<file path="src/rtl/alu_pipe_pkg.sv">
// alu_pipe_pkg: shared definitions for the pipelined ALU.
//   - 4-bit op-code constants used by alu_core and alu_pipe
//   - FSM state enum for the handshake/multiply controller
//   - is_legal_op helper: op codes above OP_MUL are reserved
package alu_pipe_pkg;

  localparam logic [3:0] OP_ADD = 4'd0;
  localparam logic [3:0] OP_SUB = 4'd1;
  localparam logic [3:0] OP_AND = 4'd2;
  localparam logic [3:0] OP_OR  = 4'd3;
  localparam logic [3:0] OP_XOR = 4'd4;
  localparam logic [3:0] OP_SHL = 4'd5;
  localparam logic [3:0] OP_SHR = 4'd6;
  localparam logic [3:0] OP_NOT = 4'd7;
  localparam logic [3:0] OP_SRA = 4'd8;
  localparam logic [3:0] OP_MUL = 4'd9;

  typedef enum logic [1:0] {
    ST_IDLE = 2'd0,
    ST_MUL  = 2'd1,
    ST_DONE = 2'd2
  } state_e;

  function automatic logic is_legal_op(input logic [3:0] op);
    return (op <= OP_MUL);
  endfunction

endpackage

</file>
<file path="src/rtl/alu_pipe_core.sv">
// alu_core: purely combinational single-cycle ALU with flag generation.
// Ports:
//   a, b      operands (WIDTH bits); shift amount is b[SHAMT_W-1:0]
//   op        4-bit op code (alu_pipe_pkg constants)
//   result    operation result
//   zero, carry, negative, overflow, err  status flags
// OP_MUL is not computed here (the parent iterates it); it reports a zero
// result with err=0 so the parent can ignore this block for that op.
module alu_core
  import alu_pipe_pkg::*;
#(
  parameter int WIDTH   = 8,
  parameter int SHAMT_W = $clog2(WIDTH)
) (
  input  logic [WIDTH-1:0] a,
  input  logic [WIDTH-1:0] b,
  input  logic [3:0]       op,
  output logic [WIDTH-1:0] result,
  output logic             zero,
  output logic             carry,
  output logic             negative,
  output logic             overflow,
  output logic             err
);

  localparam int MSB = WIDTH - 1;

  logic [SHAMT_W-1:0] shamt_s;
  logic               shamt_big_s;
  logic [WIDTH:0]     add_s;
  logic [WIDTH:0]     sub_s;
  logic [WIDTH:0]     shl_s;
  logic [WIDTH:0]     shr_s;
  logic [WIDTH:0]     sra_s;
  logic [WIDTH-1:0]   res_s;
  logic               carry_s;
  logic               ovf_s;
  logic               err_s;

  assign shamt_s     = b[SHAMT_W-1:0];
  // Only reachable when WIDTH is not a power of two.
  assign shamt_big_s = ({{(32-SHAMT_W){1'b0}}, shamt_s} >= 32'(WIDTH));

  // One extra bit on each side captures carry/borrow and the last bit
  // shifted out, so no separate carry logic is needed per op.
  assign add_s = {1'b0, a} + {1'b0, b};
  assign sub_s = {1'b0, a} - {1'b0, b};
  assign shl_s = {1'b0, a} << shamt_s;
  assign shr_s = {a, 1'b0} >> shamt_s;
  assign sra_s = $signed({a, 1'b0}) >>> shamt_s;

  // Op decode: result, carry, overflow and err selection.
  always_comb begin
    res_s   = {WIDTH{1'b0}};
    carry_s = 1'b0;
    ovf_s   = 1'b0;
    err_s   = 1'b0;
    case (op)
      OP_ADD: begin
        res_s   = add_s[WIDTH-1:0];
        carry_s = add_s[WIDTH];
        ovf_s   = (a[MSB] == b[MSB]) && (add_s[MSB] != a[MSB]);
      end
      OP_SUB: begin
        res_s   = sub_s[WIDTH-1:0];
        carry_s = sub_s[WIDTH];  // borrow, i.e. a < b unsigned
        ovf_s   = (a[MSB] != b[MSB]) && (sub_s[MSB] != a[MSB]);
      end
      OP_AND: res_s = a & b;
      OP_OR:  res_s = a | b;
      OP_XOR: res_s = a ^ b;
      OP_NOT: res_s = ~a;
      OP_SHL: begin
        if (shamt_big_s) begin
          res_s   = {WIDTH{1'b0}};
          carry_s = 1'b0;
        end else begin
          res_s   = shl_s[WIDTH-1:0];
          carry_s = shl_s[WIDTH];
        end
      end
      OP_SHR: begin
        if (shamt_big_s) begin
          res_s   = {WIDTH{1'b0}};
          carry_s = 1'b0;
        end else begin
          res_s   = shr_s[WIDTH:1];
          carry_s = shr_s[0];
        end
      end
      OP_SRA: begin
        if (shamt_big_s) begin
          res_s   = {WIDTH{a[MSB]}};
          carry_s = 1'b0;
        end else begin
          res_s   = sra_s[WIDTH:1];
          carry_s = sra_s[0];
        end
      end
      OP_MUL: res_s = {WIDTH{1'b0}};
      default: err_s = 1'b1;
    endcase
  end

  assign result   = res_s;
  assign zero     = (res_s == {WIDTH{1'b0}});
  assign negative = res_s[MSB];
  assign carry    = carry_s;
  assign overflow = ovf_s;
  assign err      = err_s;

endmodule

</file>
<file path="src/rtl/alu_pipe.sv">
// alu_pipe: valid/ready wrapped ALU with an iterative shift-add multiplier.
// Ports:
//   clk, rst_n            clock, asynchronous active-low reset
//   in_valid/in_ready     request handshake for a, b, op
//   a, b, op              operands and op code
//   out_valid/out_ready   result handshake
//   result, zero, carry, negative, overflow, err   registered result/flags
//   busy                  controller not idle
// Non-MUL ops complete in one cycle; MUL spends WIDTH cycles in ST_MUL.
// While a result is being consumed a new request may be accepted on the
// same edge, giving one result per cycle for back-to-back single-cycle ops.
module alu_pipe
  import alu_pipe_pkg::*;
#(
  parameter int WIDTH   = 8,
  parameter int SHAMT_W = $clog2(WIDTH)
) (
  input  logic             clk,
  input  logic             rst_n,
  input  logic             in_valid,
  output logic             in_ready,
  input  logic [WIDTH-1:0] a,
  input  logic [WIDTH-1:0] b,
  input  logic [3:0]       op,
  output logic             out_valid,
  input  logic             out_ready,
  output logic [WIDTH-1:0] result,
  output logic             zero,
  output logic             carry,
  output logic             negative,
  output logic             overflow,
  output logic             err,
  output logic             busy
);

  localparam int             CNT_W    = $clog2(WIDTH);
  localparam logic [CNT_W-1:0] CNT_LAST = CNT_W'(WIDTH - 1);
  localparam logic [CNT_W-1:0] CNT_ONE  = {{(CNT_W-1){1'b0}}, 1'b1};

  state_e           state_q, state_d;
  logic [WIDTH-1:0] acc_q, acc_d;
  logic [WIDTH-1:0] mcand_q, mcand_d;
  logic [WIDTH-1:0] mplier_q, mplier_d;
  logic [CNT_W-1:0] cnt_q, cnt_d;
  logic [WIDTH-1:0] result_q, result_d;
  logic             zero_q, zero_d;
  logic             carry_q, carry_d;
  logic             negative_q, negative_d;
  logic             overflow_q, overflow_d;
  logic             err_q, err_d;

  logic [WIDTH-1:0] core_result_s;
  logic             core_zero_s, core_carry_s, core_negative_s;
  logic             core_overflow_s, core_err_s;
  logic             in_ready_s;
  logic             accept_s;
  logic [WIDTH-1:0] acc_step_s;

  alu_core #(
    .WIDTH  (WIDTH),
    .SHAMT_W(SHAMT_W)
  ) u_core (
    .a       (a),
    .b       (b),
    .op      (op),
    .result  (core_result_s),
    .zero    (core_zero_s),
    .carry   (core_carry_s),
    .negative(core_negative_s),
    .overflow(core_overflow_s),
    .err     (core_err_s)
  );

  // A pending result being consumed this cycle frees the slot immediately.
  assign in_ready_s = (state_q == ST_IDLE) || ((state_q == ST_DONE) && out_ready);
  assign accept_s   = in_valid && in_ready_s;
  // One shift-add step: add the shifted multiplicand when the current
  // multiplier LSB is set.
  assign acc_step_s = mplier_q[0] ? (acc_q + mcand_q) : acc_q;

  // Next-state, multiplier datapath and result/flag capture.
  always_comb begin
    state_d    = state_q;
    acc_d      = acc_q;
    mcand_d    = mcand_q;
    mplier_d   = mplier_q;
    cnt_d      = cnt_q;
    result_d   = result_q;
    zero_d     = zero_q;
    carry_d    = carry_q;
    negative_d = negative_q;
    overflow_d = overflow_q;
    err_d      = err_q;
    case (state_q)
      ST_IDLE, ST_DONE: begin
        if (accept_s) begin
          if (op == OP_MUL) begin
            state_d  = ST_MUL;
            acc_d    = {WIDTH{1'b0}};
            mcand_d  = a;
            mplier_d = b;
            cnt_d    = {CNT_W{1'b0}};
          end else begin
            state_d    = ST_DONE;
            result_d   = core_result_s;
            zero_d     = core_zero_s;
            carry_d    = core_carry_s;
            negative_d = core_negative_s;
            overflow_d = core_overflow_s;
            err_d      = core_err_s;
          end
        end else if ((state_q == ST_DONE) && out_ready) begin
          state_d = ST_IDLE;
        end else begin
          state_d = state_q;
        end
      end
      ST_MUL: begin
        acc_d    = acc_step_s;
        mcand_d  = mcand_q << 1'b1;
        mplier_d = mplier_q >> 1'b1;
        cnt_d    = cnt_q + CNT_ONE;
        if (cnt_q == CNT_LAST) begin
          state_d    = ST_DONE;
          result_d   = acc_step_s;
          zero_d     = (acc_step_s == {WIDTH{1'b0}});
          negative_d = acc_step_s[WIDTH-1];
          carry_d    = 1'b0;
          overflow_d = 1'b0;
          err_d      = 1'b0;
        end else begin
          state_d = ST_MUL;
        end
      end
      default: state_d = ST_IDLE;
    endcase
  end

  // State and datapath registers; reset abandons any in-flight operation.
  always_ff @(posedge clk or negedge rst_n) begin
    if (!rst_n) begin
      state_q    <= ST_IDLE;
      acc_q      <= {WIDTH{1'b0}};
      mcand_q    <= {WIDTH{1'b0}};
      mplier_q   <= {WIDTH{1'b0}};
      cnt_q      <= {CNT_W{1'b0}};
      result_q   <= {WIDTH{1'b0}};
      zero_q     <= 1'b0;
      carry_q    <= 1'b0;
      negative_q <= 1'b0;
      overflow_q <= 1'b0;
      err_q      <= 1'b0;
    end else begin
      state_q    <= state_d;
      acc_q      <= acc_d;
      mcand_q    <= mcand_d;
      mplier_q   <= mplier_d;
      cnt_q      <= cnt_d;
      result_q   <= result_d;
      zero_q     <= zero_d;
      carry_q    <= carry_d;
      negative_q <= negative_d;
      overflow_q <= overflow_d;
      err_q      <= err_d;
    end
  end

  assign in_ready  = in_ready_s;
  assign out_valid = (state_q == ST_DONE);
  assign busy      = (state_q != ST_IDLE);
  assign result    = result_q;
  assign zero      = zero_q;
  assign carry     = carry_q;
  assign negative  = negative_q;
  assign overflow  = overflow_q;
  assign err       = err_q;

endmodule

</file>
<file path="config.mk">
export PLATFORM = sky130hd
export DESIGN_NAME = alu_pipe
export DESIGN_NICKNAME = d
export VERILOG_FILES = /design/src/rtl/alu_pipe_pkg.sv /design/src/rtl/alu_pipe_core.sv /design/src/rtl/alu_pipe.sv
export SDC_FILE = /design/constraint.sdc
export NUM_CORES = 1
export LEC_CHECK = 0
export CAP_MARGIN = 20
export CORE_MARGIN = 1
export CORE_UTILIZATION = 40
export CTS_CLUSTER_SIZE = 14
export DETAILED_ROUTE_END_ITERATION = 6
export DONT_BUFFER_PORTS = 1
export PLACE_DENSITY = 0.59
export SYNTH_ARGS = -nofsm -noshare
export SYNTH_HDL_FRONTEND = slang
export SYNTH_SLANG_ARGS = --single-unit
</file>
<file path="constraint.sdc">
create_clock -name clk -period 4.12 [get_ports clk]
set_clock_uncertainty 0.15 [all_clocks]
set_input_delay 0.824 -clock clk [delete_from_list [all_inputs] [get_ports clk]]
set_output_delay 0.824 -clock clk [all_outputs]
set_load 0.01 [all_outputs]
</file>
# Yosys cells after proc, flatten, opt, wreduce, memory -nomap -nowiden
# Index checks and enable logic that the tools add are counted.
# word_totals
ff_bits	42
latchBits	0
ramBits	0
romBits	0
output_inout_bits	16
memories	0
# classes
add_sub_neg	4
mul	0
div_mod_pow	0
n_lt_le_gt_ge	0
n_eq_ne	21
shifts	3
mux	44
bitwise	4
reduce_logical	15
# op_table
op	count
2-to-1 mux 8 bit	10
one-hot mux 8 bit (9 select lines)	1
one-hot mux 8 bit (2 select lines)	4
equality test 4 x 3 -> 1 bit (second input constant)	4
logical NOT 8 bit	2
2-to-1 mux 1 bit	14
one-hot mux 1 bit (2 select lines)	6
adder 8 x 8 -> 9 bit	1
OR reduction 9 bit	1
<< shifter 8 x 3 -> 9 bit	1
>> shifter 9 x 3 -> 9 bit	1
>>> shifter 9 x 3 -> 9 bit	1
subtractor 8 x 8 -> 9 bit	1
adder 8 bit	1
AND 8 bit	1
equality test 4 x 2 -> 1 bit (second input constant)	2
equality test 4 bit (second input constant)	2
2-to-1 mux 2 bit	4
!= test 2 bit (second input constant)	4
NOT 8 bit	1
OR 8 bit	1
XOR 8 bit	1
2-to-1 mux 3 bit	2
one-hot mux 3 bit (2 select lines)	1
18 further kinds	24

# Depth between registers and ports, before layout
# logic_depth
depth_word	7
mapped_depth	11
ltp_nobuf	10

# Modules after synthesis
# From an unflattened synthesis, not the netlist that was laid out.
# unflattened
cells_unflattened	528
hier_area_um2	4431.8
# modules_own_cells
mod	instances	cells_per_inst	area_per_inst_um2
alu_pipe	1	260	2454.9
alu_core	1	268	1976.9

# Least setup slack after synthesis
# OpenSTA, ideal clock, no wires.
# synth_timing
kind	input -> register
startpoint	input b[1]
endpoint	register zero_q, in the netlist zero
arrival_time_ps	2973
required_time_ps	3894
path_slack_ps	920
path_stages	10
path_cell_list	inv_1 > buf_2 > ha_1 > o21ba_2 > or4_1 > a31oi_1 > o21ai_0 > a2bb2oi_1 > or3_1 > o21ai_1
# synth_via
elab_chain_cells	6
word_cells_on_any_way	13
cone_classes	add/sub (2); shift (3); mux (4); bitwise (3); reduce/logical (1)
# synth_rtl
element	line	rtl
start, declared	alu_pipe.sv:23	input logic [WIDTH-1:0] b,
subtractor 8 x 8 -> 9 bit (tied with other cells)	alu_pipe_core.sv:47	assign sub_s = {1'b0, a} - {1'b0, b};
one-hot mux 8 bit (9 select lines) *	alu_pipe_core.sv:58	case (op)
logical NOT 8 bit *	alu_pipe_core.sv:106	assign zero = (res_s == {WIDTH{1'b0}});
2-to-1 mux 1 bit *	alu_pipe.sv:97	if (op == OP_MUL) begin
2-to-1 mux 1 bit *	alu_pipe.sv:96	if (accept_s) begin
one-hot mux 1 bit (2 select lines) *	alu_pipe.sv:94	case (state_q)
end signal, assigned	alu_pipe.sv:160	zero_q <= zero_d;
end, declared	alu_pipe.sv:46	logic zero_q, zero_d;
# Every way passes the cells marked *; elsewhere a longest branch is shown, timed or not. The select of a mux whose other input is x is not followed.
# A chain may end at the register's enable or synchronous reset.

# Worst setup path in the final report
# layout_timing
startpoint	input b[1]
endpoint	register result_q[7], in the netlist result[7]
# layout_via
elab_chain_cells	5
word_cells_on_any_way	9
cone_classes	add/sub (2); shift (3); mux (4)
# layout_rtl
element	line	rtl
subtractor 8 x 8 -> 9 bit (tied with other cells)	alu_pipe_core.sv:47	
one-hot mux 8 bit (9 select lines) *	alu_pipe_core.sv:58	
2-to-1 mux 8 bit *	alu_pipe.sv:97	
2-to-1 mux 8 bit *	alu_pipe.sv:96	
one-hot mux 8 bit (2 select lines) *	alu_pipe.sv:94	
end signal, assigned	alu_pipe.sv:147	result_q <= {WIDTH{1'b0}};
end signal, assigned	alu_pipe.sv:159	result_q <= result_d;
end, declared	alu_pipe.sv:45	logic [WIDTH-1:0] result_q, result_d;
# Marked as above.

==> impl_metrics.py <==
metrics = {
    "status": {
        "outcome": "complete, no violations",
    },
    "critical_path": {
        "critical_path.max_fanout": 18,
        "cp-startpoint": "b[1]",
        "crit_type": "input port to flop",
        "start_kind": "input port",
        "crit_path_end_kind": "flop",
        "worstRegToRegCells": 9,
        "r2r_end": "zero$_DFFE_PN0P_",
        "crit_required_ns": 4.16,
        "r2r_start": "acc_q[0]$_DFFE_PN0P_",
        "r2r_setup_slack_ns": 1.34,
        "worst_ep_arrival_time_ns": 3.32,
    },
    "sta": {
        "hold_viol": 0,
        "setup_viol": 0,
        "fmax_ghz": 0.305,
        "fin_crit_sh": 0.796,
        "report.final.slew_viol_count": 0,
        "worstMarginPinSlew_ns": 1.07,
        "rsz0062_at_grt": "false",
        "tns_ns": 0,
        "relSlewSlack": 0.288,
        "setup_ws_ns": 0.840,
        "period_minus_slack_ns": 3.28,
    },
    "routing": {
        "dr.pass1.iters": 6,
        "wl_met2_mm": 5.78,
        "wirelength_mm": 13.0,
        "met3_length_um": 982,
        "vias_per_cell": 6.37,
        "first_iter_violations": 367,
        "top_layer_used": "met4",
        "drtAntennaViolNets": 0,
        "wire_per_inst_um": 20.4,
        "wl_met1_mm": 6.03,
        "num_vias": 4048,
        "drc": 0,
    },
    "power": {
        "comb_power_share": 0.445,
        "power.total_mw": 1.78,
        "seqPwrFrac": 0.394,
        "power.density_nw_per_um2": 408,
        "p_sw_uw": 761,
        "p_leak_nw": 1.87,
        "sw_frac_of_total": 0.426,
        "cell_internal_pwr_mw": 1.02,
        "ir_drop_uv": 171,
        "clkPwrFrac": 0.161,
    },
    "global_route": {
        "grt_max_degree": 44,
        "antenna_found_initial": 0,
        "grt_usage": 0.240,
        "grt_pass1_vias": 3762,
        "grt_pass1_wl_mm": 20.7,
        "grt_overflow_total": 0,
    },
    "final_layout": {
        "nFillCells": 1024,
        "seq_area_um2": 1030,
        "syn2layout_area_growth_pct": 2.91,
        "multiInputGateArea_um2": 2940,
        "layout_common_cells": "43 x nand2_1, 43 x o21ai_0, 41 x dfrtp_1",
        "diodes": 0,
        "fin_nets": 560,
        "drive_gt1_frac": 0.0641,
    },
    "floorplan": {
        "std_cell_rows": 37,
        "die_area_um2": 11100,
        "floorplan.initialDensity": 0.412,
        "die_y_um": 105,
        "io_pins": 40,
        "core_area_um2": 10300,
        "die_w_um": 105,
    },
    "placed_design": {
        "dp_slack_ns": 0.562,
        "hpwl_mm": 9.86,
        "place.gp.congestion": 0.950,
        "io_buffers": 0,
    },
    "clocking": {
        "cts_resized": 0,
        "cts_tree": "done",
        "cts.hold.buffers_added": 0,
        "post_cts_buffers": 0,
        "clk_pin_slew_ns": 0.09,
        "cts_sinks": 41,
        "clk_latency_ns": 0.30,
        "cts_max_level": 2,
        "numCtsBuffers": 5,
        "cts-root-buf": "clkbuf_8",
        "clk_path_buf_depth": 2,
    },
    "synthesis": {
        "synth.avg_cell_area_um2": 8.11,
        "ys_ff_latch": 41,
        "yosysSeqAreaShare": 0.241,
        "ys_dominant_reg_cell": "dfrtp_1",
        "synth_fp_nets": 586,
        "synth_warnings": 0,
        "syn-cell-area_um2": 4260,
        "ys_async_sr_fraction": 1.00,
        "syn_inst": 525,
        "synth-edff-count": 0,
        "ys_types": 75,
    },
    "worst_hold_path": {
        "min_path_type": "input port to asynchronous set/reset pin",
    },
    "job": {
        "cap_violations": 0,
    },
}
==> cells by family after synthesis <==
family                     after synthesis  share of synthesized area
and+or+nand+nor                        178                      0.224
adders and majority gates               37                      0.114
DFF                                     41                      0.241
buffers and inverters                   70                     0.0679
AOI/OAI and AO/OA                      167                      0.263
xor gates and xnor gates                 3                    0.00618
muxes                                   29                     0.0844
==> state kept, by name, indices dropped and copies added, names as in the netlist, 2 cells and up <==
signal,cells
acc_q,8
mcand_q,8
mplier_q,8
result,8
cnt_q,3
state_q,2
==> cells in the mapped netlist (all sizes together) (6+ instances only) <==
| master | instances | area share |
|---|---|---|
| ha | 34 | 0.10 |
| a211oi | 16 | 0.029 |
| o22ai | 7 | 0.010 |
| a21oi | 32 | 0.038 |
| inv | 34 | 0.030 |
| nor3 | 19 | 0.022 |
| nand2 | 43 | 0.038 |
| nand3b | 9 | 0.016 |
| buf | 12 | 0.017 |
| nand3 | 24 | 0.028 |
| clkbuf | 24 | 0.021 |
| o21ai | 44 | 0.052 |
| nor2 | 35 | 0.031 |
| mux2i | 23 | 0.057 |
| o211ai | 8 | 0.014 |
| a221oi | 6 | 0.012 |
| dfrtp | 41 | 0.24 |
| a21o | 7 | 0.012 |
==> per-layer routing <==
layer / up-vias / global-route usage
met5: - / 0
met4: 0 / 0.0624
met3: 15 / 0.0462
met2: 195 / 0.369
met1: 1935 / 0.342
li1: 1903 / -
==> power by group through the flow <==
stage / registers [mW] / logic, mW / clock network (mW)
5_1_grt: 0.728 / 0.896 / 0.309
3_3_place_gp: 0.707 / 0.763 / 0
2_1_floorplan: 0.642 / 0.664 / 0
4_1_cts: 0.703 / 0.790 / 0.297
3_5_place_dp: 0.711 / 0.785 / 0
6_report: 0.703 / 0.794 / 0.288
==> how the worst max path moves through the flow <==
stage / to / slack (ns) / cells past startpoint
after detailed placement: zero$_DFFE_PN0P_ / 0.56 / 9
after CTS: zero$_DFFE_PN0P_ / 0.88 / 9
after global routing: result[7]$_DFFE_PN0P_ / 0.67 / 9
after floorplan: zero$_DFFE_PN0P_ / 0.92 / 10
after global placement: zero$_DFFE_PN0P_ / 0.69 / 9
final: result[7]$_DFFE_PN0P_ / 0.84 / 9
==> final cells by class <==
| type | count | share of cell area |
|---|---|---|
| clock buffer | 6 | 0.0189 |
| clock inverter | 1 | 0.00171 |
| inverter | 34 | 0.0291 |
| multi-input combinational | 414 | 0.672 |
| sequential | 41 | 0.234 |
| tap | 136 | 0.0389 |
| timing repair buffer | 3 | 0.00514 |
==> per-stage QoR <==
stage	util	cells	cell area, um2	hold WS (ns)
floorplan	-	525	4260	0.299
global placement	0.415	628	4290	0.316
detailed placement	0.415	628	4290	0.316
CTS	0.424	635	4380	0.0484
global route	0.424	635	4380	0.0396
finish	0.424	635	4380	0.0556
==> worst max-delay path, cell delays in order <==
cell and delay, ns:
inv_1 0.37, ha_1 0.36, a21oi_1 0.26, o22ai_1 0.19, o41ai_1 0.55, a22oi_1 0.20, a2bb2oi_1 0.24, nor3_1 0.08
a222oi_1 0.23
Note: power is estimated with default switching activity, not from simulation.
